$ cat src/rtl/dircc_processing_mem_msg_reader_if.sv
// Bundle of the command, memory (s2) and Avalon-ST source signals of the
// processing-memory message reader.
//   master : the reader itself (accepts commands, drives memory, sources ST)
//   slave  : the surroundings (command issuer, memory, ST sink)
// Signals:
//   cmd_valid/cmd_ready/cmd_addr/cmd_len          command handshake
//   mem_address/chipselect/write/byteenable/clken  memory s2 request
//   mem_readdata                                   memory s2 read data
//   src_valid/src_ready/src_data/src_sop/src_eop   Avalon-ST source
//   busy/done                                      status
interface dircc_processing_mem_msg_reader_if #(
    parameter int unsigned ADDR_W = 14,
    parameter int unsigned DATA_W = 16,
    parameter int unsigned LEN_W  = 10
) ();
    logic              cmd_valid;
    logic              cmd_ready;
    logic [ADDR_W-1:0] cmd_addr;
    logic [LEN_W-1:0]  cmd_len;

    logic [ADDR_W-1:0] mem_address;
    logic              mem_chipselect;
    logic              mem_write;
    logic [1:0]        mem_byteenable;
    logic              mem_clken;
    logic [DATA_W-1:0] mem_readdata;

    logic              src_valid;
    logic              src_ready;
    logic [DATA_W-1:0] src_data;
    logic              src_sop;
    logic              src_eop;

    logic              busy;
    logic              done;

    modport master (
        input  cmd_valid, cmd_addr, cmd_len, mem_readdata, src_ready,
        output cmd_ready, mem_address, mem_chipselect, mem_write,
               mem_byteenable, mem_clken, src_valid, src_data, src_sop,
               src_eop, busy, done
    );

    modport slave (
        output cmd_valid, cmd_addr, cmd_len, mem_readdata, src_ready,
        input  cmd_ready, mem_address, mem_chipselect, mem_write,
               mem_byteenable, mem_clken, src_valid, src_data, src_sop,
               src_eop, busy, done
    );
endinterface

$ cat src/rtl/dircc_processing_mem_msg_reader.sv
// Transmit-side fetch engine: takes a {base address, length} command, reads
// that many halfwords from the 16-bit s2 port of the processing memory and
// streams them out of an Avalon-ST source framed with sop/eop.
// Ports:
//   clk   : single clock, shared with the memory
//   reset : asynchronous, active-high
//   bus   : master modport of dircc_processing_mem_msg_reader_if
//           (command handshake, memory s2 request/readdata, ST source,
//            busy/done status)
module dircc_processing_mem_msg_reader #(
    parameter int unsigned ADDR_W = 14,
    parameter int unsigned DATA_W = 16,
    parameter int unsigned LEN_W  = 10
) (
    input  logic clk,
    input  logic reset,
    dircc_processing_mem_msg_reader_if.master bus
);

    typedef enum logic [1:0] {
        S_IDLE,
        S_FETCH,
        S_DRAIN
    } state_t;

    state_t            state_q, state_d;
    logic [ADDR_W-1:0] addr_q;
    logic [LEN_W-1:0]  remaining_q;
    logic [LEN_W-1:0]  len_q;
    logic [LEN_W-1:0]  out_cnt_q;
    logic              inflight_q;
    logic              done_q, done_d;

    logic [DATA_W-1:0] fifo_mem [2];
    logic              wr_ptr_q;
    logic              rd_ptr_q;
    logic [1:0]        fifo_count_q;

    logic cmd_ready;
    logic cmd_fire;
    logic issue;
    logic fifo_empty;
    logic src_valid;
    logic src_eop;
    logic beat_fire;
    logic push;
    logic pop;

    assign fifo_empty = (fifo_count_q == 2'd0);
    assign cmd_fire   = bus.cmd_valid && cmd_ready;

    // Credit rule: FIFO occupancy plus the read in flight never exceeds 2.
    assign issue = (state_q == S_FETCH) && (remaining_q != '0) &&
                   ((fifo_count_q + {1'b0, inflight_q}) < 2'd2);

    // Read data arriving into an empty FIFO is presented directly, which
    // gives the first beat one cycle after the first read issue.
    assign src_valid = !fifo_empty || inflight_q;
    assign beat_fire = src_valid && bus.src_ready;
    assign push      = inflight_q && !(fifo_empty && bus.src_ready);
    assign pop       = !fifo_empty && bus.src_ready;
    assign src_eop   = src_valid && (out_cnt_q == len_q - LEN_W'(1));

    always_comb begin
        state_d   = state_q;
        done_d    = 1'b0;
        cmd_ready = 1'b0;
        unique case (state_q)
            S_IDLE: begin
                cmd_ready = !reset;
                if (cmd_fire) begin
                    if (bus.cmd_len == '0) begin
                        done_d = 1'b1;
                    end else begin
                        state_d = S_FETCH;
                    end
                end
            end
            S_FETCH: begin
                if (issue && remaining_q == LEN_W'(1)) begin
                    state_d = S_DRAIN;
                end
            end
            S_DRAIN: begin
                // eop can only be accepted once the FIFO holds nothing else.
                if (beat_fire && src_eop) begin
                    state_d = S_IDLE;
                    done_d  = 1'b1;
                end
            end
            default: state_d = S_IDLE;
        endcase
    end

    always_ff @(posedge clk or posedge reset) begin
        if (reset) begin
            state_q      <= S_IDLE;
            addr_q       <= '0;
            remaining_q  <= '0;
            len_q        <= '0;
            out_cnt_q    <= '0;
            inflight_q   <= 1'b0;
            done_q       <= 1'b0;
            fifo_mem[0]  <= '0;
            fifo_mem[1]  <= '0;
            wr_ptr_q     <= 1'b0;
            rd_ptr_q     <= 1'b0;
            fifo_count_q <= 2'd0;
        end else begin
            state_q    <= state_d;
            done_q     <= done_d;
            inflight_q <= issue;

            if (cmd_fire) begin
                addr_q      <= bus.cmd_addr;
                remaining_q <= bus.cmd_len;
                len_q       <= bus.cmd_len;
                out_cnt_q   <= '0;
            end else begin
                if (issue) begin
                    addr_q      <= addr_q + ADDR_W'(1);
                    remaining_q <= remaining_q - LEN_W'(1);
                end
                if (beat_fire) begin
                    out_cnt_q <= out_cnt_q + LEN_W'(1);
                end
            end

            if (push) begin
                fifo_mem[wr_ptr_q] <= bus.mem_readdata;
                wr_ptr_q           <= ~wr_ptr_q;
            end
            if (pop) begin
                rd_ptr_q <= ~rd_ptr_q;
            end
            unique case ({push, pop})
                2'b10:   fifo_count_q <= fifo_count_q + 2'd1;
                2'b01:   fifo_count_q <= fifo_count_q - 2'd1;
                default: fifo_count_q <= fifo_count_q;
            endcase
        end
    end

    assign bus.cmd_ready      = cmd_ready;
    assign bus.mem_address    = addr_q;
    assign bus.mem_chipselect = issue;
    assign bus.mem_write      = 1'b0;
    assign bus.mem_byteenable = 2'b11;
    assign bus.mem_clken      = 1'b1;

    assign bus.src_valid = src_valid;
    assign bus.src_data  = !fifo_empty ? fifo_mem[rd_ptr_q] :
                           (inflight_q ? bus.mem_readdata : '0);
    assign bus.src_sop   = src_valid && (out_cnt_q == '0);
    assign bus.src_eop   = src_eop;

    assign bus.busy = (state_q != S_IDLE);
    assign bus.done = done_q;

endmodule

$ cat src/flat_wrapper.sv
// flat-port wrapper written by rule: the top's interface ports become plain ports
module dircc_processing_mem_msg_reader_flat 
#(
    parameter int unsigned ADDR_W = 14,
    parameter int unsigned DATA_W = 16,
    parameter int unsigned LEN_W  = 10
)
  (clk, reset, bus_cmd_valid, bus_cmd_addr, bus_cmd_len, bus_mem_readdata, bus_src_ready, bus_cmd_ready, bus_mem_address, bus_mem_chipselect, bus_mem_write, bus_mem_byteenable, bus_mem_clken, bus_src_valid, bus_src_data, bus_src_sop, bus_src_eop, bus_busy, bus_done);
  dircc_processing_mem_msg_reader_if #(.ADDR_W(ADDR_W), .DATA_W(DATA_W), .LEN_W(LEN_W)) bus_i ();
  input  logic clk;
  input  logic reset;
  input wire logic [$bits(bus_i.cmd_valid)-1:0] bus_cmd_valid;
  input wire logic [$bits(bus_i.cmd_addr)-1:0] bus_cmd_addr;
  input wire logic [$bits(bus_i.cmd_len)-1:0] bus_cmd_len;
  input wire logic [$bits(bus_i.mem_readdata)-1:0] bus_mem_readdata;
  input wire logic [$bits(bus_i.src_ready)-1:0] bus_src_ready;
  output wire logic [$bits(bus_i.cmd_ready)-1:0] bus_cmd_ready;
  output wire logic [$bits(bus_i.mem_address)-1:0] bus_mem_address;
  output wire logic [$bits(bus_i.mem_chipselect)-1:0] bus_mem_chipselect;
  output wire logic [$bits(bus_i.mem_write)-1:0] bus_mem_write;
  output wire logic [$bits(bus_i.mem_byteenable)-1:0] bus_mem_byteenable;
  output wire logic [$bits(bus_i.mem_clken)-1:0] bus_mem_clken;
  output wire logic [$bits(bus_i.src_valid)-1:0] bus_src_valid;
  output wire logic [$bits(bus_i.src_data)-1:0] bus_src_data;
  output wire logic [$bits(bus_i.src_sop)-1:0] bus_src_sop;
  output wire logic [$bits(bus_i.src_eop)-1:0] bus_src_eop;
  output wire logic [$bits(bus_i.busy)-1:0] bus_busy;
  output wire logic [$bits(bus_i.done)-1:0] bus_done;
  assign bus_i.cmd_valid = bus_cmd_valid;
  assign bus_i.cmd_addr = bus_cmd_addr;
  assign bus_i.cmd_len = bus_cmd_len;
  assign bus_i.mem_readdata = bus_mem_readdata;
  assign bus_i.src_ready = bus_src_ready;
  assign bus_cmd_ready = bus_i.cmd_ready;
  assign bus_mem_address = bus_i.mem_address;
  assign bus_mem_chipselect = bus_i.mem_chipselect;
  assign bus_mem_write = bus_i.mem_write;
  assign bus_mem_byteenable = bus_i.mem_byteenable;
  assign bus_mem_clken = bus_i.mem_clken;
  assign bus_src_valid = bus_i.src_valid;
  assign bus_src_data = bus_i.src_data;
  assign bus_src_sop = bus_i.src_sop;
  assign bus_src_eop = bus_i.src_eop;
  assign bus_busy = bus_i.busy;
  assign bus_done = bus_i.done;
  dircc_processing_mem_msg_reader #(.ADDR_W(ADDR_W), .DATA_W(DATA_W), .LEN_W(LEN_W)) u_core (.clk(clk), .reset(reset), .bus(bus_i));
endmodule
$ cat config.mk
export PLATFORM = sky130hd
export DESIGN_NAME = dircc_processing_mem_msg_reader_flat
export DESIGN_NICKNAME = d
export VERILOG_FILES = /design/src/rtl/dircc_processing_mem_msg_reader_if.sv /design/src/rtl/dircc_processing_mem_msg_reader.sv /design/src/flat_wrapper.sv
export SDC_FILE = /design/constraint.sdc
export NUM_CORES = 1
export LEC_CHECK = 0
export ABC_AREA = 1
export CAP_MARGIN = 20
export CELL_PAD_IN_SITES_DETAIL_PLACEMENT = 0
export CELL_PAD_IN_SITES_GLOBAL_PLACEMENT = 1
export CORE_MARGIN = 10
export CORE_UTILIZATION = 35
export DETAILED_ROUTE_END_ITERATION = 16
export GPL_TIMING_DRIVEN = 0
export PLACE_DENSITY = 0.75
export SLEW_MARGIN = 30
export SYNTH_ARGS = -nofsm -noshare
export SYNTH_HDL_FRONTEND = slang
export SYNTH_SLANG_ARGS = --single-unit
$ cat constraint.sdc
create_clock -name clk -period 7.4 [get_ports clk]
set_input_delay 1.48 -clock clk [delete_from_list [all_inputs] [get_ports clk]]
set_output_delay 1.48 -clock clk [all_outputs]
set_load 0.02 [all_outputs]
==> results.md <==
- Synthesis instantiated 42 different standard cells from the library.
- The count of unresolved DRC violations after routing is 0.
- The tightest hold path in the finished design has a slack of 483.6 ps.
- Counting I/O delays and the setup requirement, the final critical path takes 4371 ps.
- The root buffer cell chosen for the clock tree is sky130_fd_sc_hd__clkbuf_16.
- Setup violations remaining at the end of the flow were counted as 0.
- Of the available clock period, the critical path in the final layout requires 0.5907.
- Of the total power, the share spent switching nets is 0.4338.
- The largest total area in the synthesized netlist belongs to sky130_fd_sc_hd__dfrtp_1.
- Among all cell types in the netlist, the one instantiated most often is sky130_fd_sc_hd__nand2_1.
- The max-slew headroom at the worst pin is 0.6060.
- The top-level I/O count is 85.
- The CTS buffer count is 9.
- The largest stage delay on the critical path is 670 ps.
- The clock passes through at most 2 buffers.
- The maximum number of pins on one net before global-route repair is 47.
- The count of mapped cells out of synthesis is 585.
- The die outline height is 137.8 um.
- The commonest cells after synthesis are sky130_fd_sc_hd__nand2_1 (106), sky130_fd_sc_hd__nor2_1 (85), sky130_fd_sc_hd__dfrtp_1 (84).
- The cell with the largest stage delay on the worst path is sky130_fd_sc_hd__clkdlybuf4s50_1.
- The part of the total power dissipated in sequential elements is 0.284.
- The number of antenna violations at the first check in global routing is 0.
- In this run the worst hold path is classified as reg2reg.
- The final antenna-violating net count is 0.
- The flow ran to the end, and the final reports show no timing, DRC or antenna violations.
- In the final routed layout, each cell accounts on average for 15.80 um.
- The final hold violation count is 0.
- Dividing the detail-routed via count by the number of cells gives 4.960.
- The clock tree synthesis step divided the H-tree into 3 levels.
- The final clock skew is 7.100 ps.
- The total congestion overflow is 0.
- The congestion estimate from routability-driven global placement came to 0.8651.
- The clock-pin slew on the worst setup and hold paths is 60 ps.
- In this run the worst path has a maximum fanout of 3.
- In this run the register-to-register setup slack is 5400 ps.
- The fraction of power consumed by combinational cells is 0.551.
- The global-route wire length before repair is 22380 um.
- The leakage power figure is 2.819 nW.
- The repair_antennas step left the layout with diodes totalling 0.
- The critical path endpoint category is an output pin.
- The floorplan step set the die width to 137.8 um.
- The number of max-slew violations in the final report is 0.
- For this block, the routed nets add up to 13580 um of wire.
- Row generation in the floorplan step produced 42 rows.
- The source-to-sink clock delay at the later pin of the worst-skew pair is 340 ps.
- The number of buffers inserted by post-CTS setup repair is 0.
- The detailed-routing iteration count for the pre-antenna-repair pass is 5.
- The net count of the finished layout is 730.
- The transition time at the pin with the least slew margin is 591.1 ps.
- Of the total power, the clock network draws 0.165.
- The power density relative to cell area is 479.8 nW/um2.
- The TritonCTS clock tree is done.
- The critical path starts at bus_mem_readdata[12].
- The internal portion of the total power is 1.693 mW.
- The via count of the first global-routing pass is 4345.
- From synthesis to final layout, the design area changed by 28.40%.
- The clock sink count is 84.
- Input and output buffers added on the ports amount to 80.
- In the final layout, the share of cells above drive strength 1 is 0.1199.
- The proportion of synthesized chip area in sequential cells is 0.4330.
- The element type at the critical path start is an input port.
- The filler cells instantiated in the layout total 1342.
- The number of buffers inserted by hold repair at cts is 0.
- The area fraction of the dominant cell type after synthesis is 0.4330.
- The fmax is 0.2288 GHz.
- The number of cells on the worst reg-to-reg path is 10.
- The die area is 18980 um2.
- The endpoint identified for the worst register-to-register timing path is u_core.bus.mem_address[12].
- The worst register-to-register path begins at u_core.bus.mem_address[0].
- The placeable core area is 13400 um2.
- At the worst endpoint, the arrival time is 2890 ps.
- The total vias in the final route is 4266.
- For the worst setup path, the data required time is 5920 ps.
- In the synthesized netlist the async set-or-reset flop fraction comes to 1.000.
- Counting stages on the worst path, the most repeated cell is sky130_fd_sc_hd__clkdlybuf4s50_1.
- Ranked by total cell area, the synthesized netlist is headed by sky130_fd_sc_hd__dfrtp_1 (43%), sky130_fd_sc_hd__nand2_1 (8.2%), sky130_fd_sc_hd__nor2_1 (6.6%).
- The number of register bits inferred by synthesis is 84.
- The total negative slack is 0 ps.
- The first-iteration detailed-routing DRC count is 293.
- Walking the worst path, the cells encountered are clkdlybuf4s50_1, nand3_1, o31ai_1, clkdlybuf4s50_1.
- The worst-case IR drop observed on VDD is 0.0001737 V.
- The count of flip-flops with a built-in enable after synthesis is 0.
- The global-route usage over all layers is 0.1469.
- The initial utilization of the core area, before any placement, comes to 0.3623.
- The commonest register cell after synthesis is sky130_fd_sc_hd__dfrtp_1.
- The Yosys step of the flow raised 0 warnings.
- By startpoint and endpoint, the worst setup path is classified as in2out.
- The cell area that synthesis handed to floorplanning was 4855 um2.
- The number of cells upsized or downsized after cts is 0.
- The wire-length estimate of the detail-placed layout is 10250 um.
- The switching power of the nets is 1.298 mW.
- Max-cap violations in this run came to 0.
- The capture point of the worst path is bus_src_data[12].
- Averaged over all synthesized cells, the footprint is 8.299 um2.
- Setup repair after global routing left no endpoint under its margin.
## through the flow
step	area, um2	setup slack (ps)	cells	total power [mW]	util
after floorplan	4862	3755	587	1.932	-
after global placement	5883	2264	843	2.478	0.4390
after detailed placement	5908	3032	844	2.513	0.4409
after CTS	6233	3026	860	3.017	0.4652
after global routing	6233	2965	860	3.231	0.4652
final	6233	3029	860	2.991	0.4652
## cells by family after synthesis
kind of cell / Yosys count / share of synthesized area
adders and majority gates: 7 / 0.01804
muxes: 31 / 0.08351
and+or+nand+nor: 282 / 0.2580
AOI/OAI and AO/OA: 75 / 0.09743
xor gates and xnor gates: 17 / 0.03222
buffers and inverters: 87 / 0.07629
other: 2 / 0.001547
DFF: 84 / 0.4330
## worst max-delay path: cells and delay by family
kind                   cells  cell delay, ps
AND/OR/NAND/NOR            1              90
buffers and inverters      2            1200
AO/OA/AOI/OAI              1             120
## cell usage in the layout (no fill, tap or decap), types with 4 or more instances in the layout
cell and instances:
sky130_fd_sc_hd__a21oi_1 12, sky130_fd_sc_hd__buf_2 5, sky130_fd_sc_hd__buf_4 6, sky130_fd_sc_hd__clkbuf_1 9, sky130_fd_sc_hd__clkbuf_16 9, sky130_fd_sc_hd__clkdlybuf4s50_1 80
sky130_fd_sc_hd__conb_1 4, sky130_fd_sc_hd__dfrtp_1 84, sky130_fd_sc_hd__ha_1 7, sky130_fd_sc_hd__inv_1 58, sky130_fd_sc_hd__inv_2 5, sky130_fd_sc_hd__mux2_2 14
sky130_fd_sc_hd__mux2_4 15, sky130_fd_sc_hd__nand2_1 106, sky130_fd_sc_hd__nand2_2 5, sky130_fd_sc_hd__nand3_1 54, sky130_fd_sc_hd__nand4_1 8, sky130_fd_sc_hd__nor2_1 85
sky130_fd_sc_hd__nor2_4 4, sky130_fd_sc_hd__nor3_1 9, sky130_fd_sc_hd__o211ai_1 12, sky130_fd_sc_hd__o21ai_0 20, sky130_fd_sc_hd__o21ai_1 6, sky130_fd_sc_hd__o31ai_1 15
sky130_fd_sc_hd__xnor2_1 6, sky130_fd_sc_hd__xor2_1 10
## registers in the layout, indices dropped and copies added (netlist names)
signal / cells
u_core.bus.done: 1
u_core.bus.mem_address: 14
u_core.fifo_count_q: 2
u_core.fifo_mem: 32
u_core.inflight_q: 1
u_core.len_q: 10
u_core.out_cnt_q: 10
u_core.rd_ptr_q: 1
u_core.remaining_q: 10
u_core.state_q: 2
u_core.wr_ptr_q: 1
## cell type report
cell class                      instances  area (um2)  share of cell area
Clock buffer                           10       239.0             0.03834
Sequential cell                        84        2102              0.3372
Buffer                                 23       130.1             0.02088
Inverter                               64       245.2             0.03934
Timing Repair Buffer                   81       820.8              0.1317
Tap cell                              176       220.2             0.03533
Multi-Input combinational cell        416        2390              0.3834
Clock inverter                          6       86.33             0.01385
## worst min path at each step
stage,endpoint,cells past startpoint,from
2_1_floorplan,u_core.bus.done,1,u_core.state_q[0]
3_3_place_gp,u_core.bus.done,1,u_core.state_q[0]
3_5_place_dp,u_core.bus.done,1,u_core.state_q[0]
4_1_cts,u_core.bus.done,1,u_core.state_q[0]
5_1_grt,u_core.bus.done,1,u_core.state_q[0]
6_report,u_core.bus.done,1,u_core.state_q[0]
## power by group through the flow
stage          clock network (mW)  registers (mW)  logic [mW]
6_report                    0.493           0.849        1.65
5_1_grt                     0.526           0.880        1.82
4_1_cts                     0.502           0.848        1.67
3_5_place_dp                    0           0.854        1.66
3_3_place_gp                    0           0.843        1.63
2_1_floorplan                   0           0.851        1.08
## layer usage
metal / vias up / track usage / wire length (um)
met5: - / 0 / 0
met3: 14 / 0.03787 / 906
met1: 2019 / 0.1974 / 6357
li1: 2118 / - / -
met4: 0 / 0.04461 / 181
met2: 115 / 0.2265 / 6138
No activity file was read; power rests on OpenSTA's default activity.
==> RTL change 1 (same settings) <==
Encoding of `state_t`: now one-hot (3 bits for 3 states).
--- a/src/rtl/dircc_processing_mem_msg_reader.sv
+++ b/src/rtl/dircc_processing_mem_msg_reader.sv
@@ -18,8 +18,8 @@
 );
 
-    typedef enum logic [1:0] {
-        S_IDLE,
-        S_FETCH,
-        S_DRAIN
+    typedef enum logic [2:0] {
+        S_IDLE  = 3'b001,
+        S_FETCH = 3'b010,
+        S_DRAIN = 3'b100
     } state_t;
 
Function: no difference found for any inputs over 4 cycles, from zero or initial values and one cycle with reset high; so few cycles prove little.
==> RTL change 1 against the unedited design <==
Area after synthesis rose by 1.6%. Clock power decreased by 7.7%. Sequential cell count grew 1. Worst hold slack improved by 22 ps. Routed wire length shrank 2.6%. Largest cell class unchanged. Worst setup slack lost 9.1 ps. Highest routed layer unchanged. Power shrank 11%. Cell area up 0.88%.
==> RTL change 1: results (changes against the unedited design) <==
metric	value	unit	change
max_slew headroom	0.6428		+0.03681
global-route wire length before repair	21700	µm	-3.1%
non-filler cells, final	834		-3.0%
largest net degree at the start of global routing	64		+36%
GPL Wtd Cong	0.8455		-2.3%
WL met2	6124	µm	-0.23%
Leak	2.858	nW	+1.4%
Main synth FF type	dfrtp_1		
max layer used	met4		
Fillers	1358		+1.2%
internal cell power	1.551	mW	-8.4%
H-tree levels	3		unchanged
Place WS	3037	ps	+5.660 ps
vias in the first global route	4228		-2.7%
Comb group	1.37	mW	-17%
CP max FO	3		unchanged
met2 usage	0.2161		-0.01034
top post-synthesis cells by area	dfrtp_1 (43%), nand2_1 (7.5%), mux2_4 (5.2%), nor2_1 (5.2%), inv_1 (4.4%)		
DR WL met3	872	µm	-3.8%
top cells by count, synth	nand2_1 (98), dfrtp_1 (84), nor2_1 (68)		
hold path cells	1		unchanged
dpl hpwl	9730	µm	-5.1%
xor-xnor portion of the synthesized cell area	0.04364		+0.01143
Synth cell types	48		+14%
Synth Area in Adders	0.01776		-0.0002792
hold crit path type	reg -> reg		
Metal-1 WL	6102	µm	-4.0%
met3 Usage GRT	0.05171		+0.01384
yosys warns	0		unchanged
outcome	completed		
post-synthesis mux area share	0.08374		+0.0002299
CP arrival	2900	ps	about the same
met1 Use GR	0.1698		-0.02759
sequential power	842	µW	-0.8%
Max Clock Skew	7.211	ps	+0.1102 ps
layout cells sized above 1	0.1498		+0.02996
GRT Total Usage	0.1354		-0.01157
postcts setup bufs	0		unchanged
drt pass-1 iters	5		unchanged
first-iteration detailed-routing DRC count	221		-25%
Clk Latency, worst-skew pair	350	ps	
Vias	4131		-3.2%
Post-Route WL	13230	µm	-2.6%
Worst Reg2Reg Path Length in Cells	12		+2
area fraction in compound gates after synthesis	0.1066		+0.009149
async set or reset register ratio after synthesis	1.000		unchanged
Worst path slowest cell	clkdlybuf4s50_1		
cell count after synthesis	556		-5.0%
post-synthesis sequential area ratio	0.4316		-0.001373
placed insts	819		-3.0%
final net count	701		-4.0%
peak supply drop	0.1478	mV	-15%
RTL change 1: cell types whose count changed in the layout (fill, tap and decap cells not counted), moves of 5 or more:
cell     change
nor2_1      -17
nand3_1     -20
xor2_1       +5
o21ai_1      -5
nand2_1      -8
RTL change 1: final timing paths:
kind	slack [ps]	end	startpoint
setup / recovery	3020	bus_src_data[13]	bus_mem_readdata[13]
hold / removal	510	u_core.fifo_mem[24]	u_core.fifo_mem[24]
setup reg to reg	5420	u_core.bus.done	u_core.len_q[0]
hold reg to reg	510	u_core.fifo_mem[24]	u_core.fifo_mem[24]
max in group asynchronous	5260	u_core.state_q[0]	reset
min in group asynchronous	1510	u_core.len_q[8]	reset
RTL change 1: per-stage QoR:
| stage | hold slack (ps) | instance area (µm²) | power (mW) | utilization |
|---|---|---|---|---|
| floorplan | 469.6 | 4938 | 1.735 | - |
| finish | 505.8 | 6289 | 2.667 | 0.4548 |
| detailed placement | 494.6 | 5997 | 2.226 | 0.4337 |
| global placement | 487.3 | 5964 | 2.200 | 0.4314 |
| global route | 518.3 | 6289 | 2.877 | 0.4548 |
| CTS | 510.0 | 6289 | 2.700 | 0.4548 |
RTL change 1: cell families (layout without fill, tap and decap cells):
kind of cell / after synthesis / in the layout
adder cells (fa/ha/maj): 7 / 7
AO/OA/AOI/OAI: 79 / 79
XOR/XNOR: 23 / 23
flip-flops: 85 / 85
buffers and inverters: 86 / 182
AND/OR/NAND/NOR: 243 / 243
other: 2 / 4
multiplexers: 31 / 31
RTL change 1: final cells by class:
cell class                      count  area share
Clock buffer                       11     0.03860
Multi-Input combinational cell    387      0.3832
Inverter                           64     0.03979
Clock inverter                      4    0.007760
Sequential cell                    85      0.3384
Buffer                             22     0.02467
Timing Repair Buffer               81      0.1317
Tap cell                          180     0.03581
==> RTL change 2 (same settings) <==
Made on the original files. `LEN_W` is set to 10 in 3 places; all go to 20.
--- a/src/rtl/dircc_processing_mem_msg_reader_if.sv
+++ b/src/rtl/dircc_processing_mem_msg_reader_if.sv
@@ -12,5 +12,5 @@
     parameter int unsigned ADDR_W = 14,
     parameter int unsigned DATA_W = 16,
-    parameter int unsigned LEN_W  = 10
+    parameter int unsigned LEN_W  = 20
 ) ();
     logic              cmd_valid;
--- a/src/rtl/dircc_processing_mem_msg_reader.sv
+++ b/src/rtl/dircc_processing_mem_msg_reader.sv
@@ -11,5 +11,5 @@
     parameter int unsigned ADDR_W = 14,
     parameter int unsigned DATA_W = 16,
-    parameter int unsigned LEN_W  = 10
+    parameter int unsigned LEN_W  = 20
 ) (
     input  logic clk,
--- a/src/flat_wrapper.sv
+++ b/src/flat_wrapper.sv
@@ -4,5 +4,5 @@
     parameter int unsigned ADDR_W = 14,
     parameter int unsigned DATA_W = 16,
-    parameter int unsigned LEN_W  = 10
+    parameter int unsigned LEN_W  = 20
 )
   (clk, reset, bus_cmd_valid, bus_cmd_addr, bus_cmd_len, bus_mem_readdata, bus_src_ready, bus_cmd_ready, bus_mem_address, bus_mem_chipselect, bus_mem_write, bus_mem_byteenable, bus_mem_clken, bus_src_valid, bus_src_data, bus_src_sop, bus_src_eop, bus_busy, bus_done);
Interface: changed (resized bus_cmd_len); port bits go from 85 to 95. No check against the original RTL was run, so the function may have changed too.
==> RTL change 2 against the unedited design <==
First-iteration DRC count rose by 47%. Sequential cell count rose by 30. Power rose by 28%. Routed wire length rose by 55%. Worst setup slack got worse by 190 ps. Combinational power rose by 14%. Die area rose by 36%. Cell area rose by 41%. Sequential power rose by 30%. Area after synthesis rose by 43%. Critical path type is now reg -> out. Critical endpoint is now bus_src_eop.
==> RTL change 2: results (changes against the unedited design) <==
metric	value	unit	change
r2r endpoint	u_core.bus.mem_address[3]		
Clk Latency, worst-skew pair	420	ps	+80 ps
Max Clock Skew	8.343	ps	+1.242 ps
final net count	1100		+51%
vias in the first global route	6200		+43%
combinational share of power	0.493		-0.058
bufs w/o clock	122		+17%
DR WL/cell	16.03	µm	+1.5%
clock power share	0.219		+0.054
Final non-clock buffer share	0.1229		-0.02961
layout cells sized above 1	0.08381		-0.03607
TritonCTS buffer count	17		+8
met1 Use GR	0.2212		+0.02383
dpl hpwl	15790	µm	+54%
Comb group	1.88	mW	+14%
Worst Reg2Reg Path Length in Cells	8		-2
clk_buf instances	20		+10
post-synthesis sequential area ratio	0.4108		-0.02218
P_sw	1.653	mW	+27%
CTS sink count	114		+36%
Hold EP	u_core.fifo_mem[31]		
Metal-1 WL	10480	µm	+65%
GRT Total Usage	0.1610		+0.01409
Top delay family on crit path	simple AND/OR/NAND/NOR gates		
outcome	completed		
Max stage delay on crit path	630	ps	-40 ps
Leak	4.006	nW	+42%
diode count	1		+1
global-route wire length before repair	33430	µm	+49%
fraction of area in multi-input gates	0.3998		+0.01639
Fillers	1995		+49%
top post-synthesis cells by area	dfrtp_1 (41%), nand2_1 (12%), nor2_1 (6.2%), inv_1 (5.6%), nand3_1 (5.2%)		
Seq area share	0.3237		-0.01353
crit path from	u_core.len_q[0]		
CP arrival	3090	ps	+200 ps
GPL Wtd Cong	0.8527		-1.4%
peak supply drop	0.1898	mV	+9.3%
crit path to	bus_src_eop		
vias per inst	4.903		-1.2%
Tightest Pin Transition	755.0	ps	+164.0 ps
multi-input gates	672		+62%
CP max FO	4		+1
PortBufs	90		+13%
first-iteration detailed-routing DRC count	430		+47%
Worst Hold Launch	u_core.fifo_mem[31]		
Non-clk invs	112		+75%
met3 Usage GRT	0.03783		-0.00004096
clock network share of area	0.06715		+0.01496
largest net degree at the start of global routing	73		+55%
Synth cell types	49		+17%
RTL change 2: cell families after synthesis:
logic type / synth area share
muxes: 0.01784
other: 0.001081
adders and majority gates: 0.01261
buffers and inverters: 0.08288
DFF: 0.4108
AOI/OAI and AO/OA: 0.1218
and+or+nand+nor: 0.3088
xor gates and xnor gates: 0.04415
RTL change 2: through the flow:
| step | instance area, µm² | hold slack, ps | cells | utilization | worst slack [ps] |
|---|---|---|---|---|---|
| 2_1_floorplan | 6952 | 442.9 | 929 | - | 2904 |
| 3_3_place_gp | 8184 | 456.3 | 1284 | 0.4205 | 818.2 |
| 3_5_place_dp | 8219 | 461.3 | 1285 | 0.4223 | 3030 |
| 4_1_cts | 8811 | 474.5 | 1315 | 0.4527 | 2795 |
| 5_1_grt | 8811 | 495.6 | 1315 | 0.4527 | 2530 |
| 6_report | 8813 | 473.9 | 1316 | 0.4528 | 2834 |
RTL change 2: tightest hold or removal path: cells and delay by family, from the launching register on:
family	cells	cell delay, ps
simple gates	2	100
flops	1	340
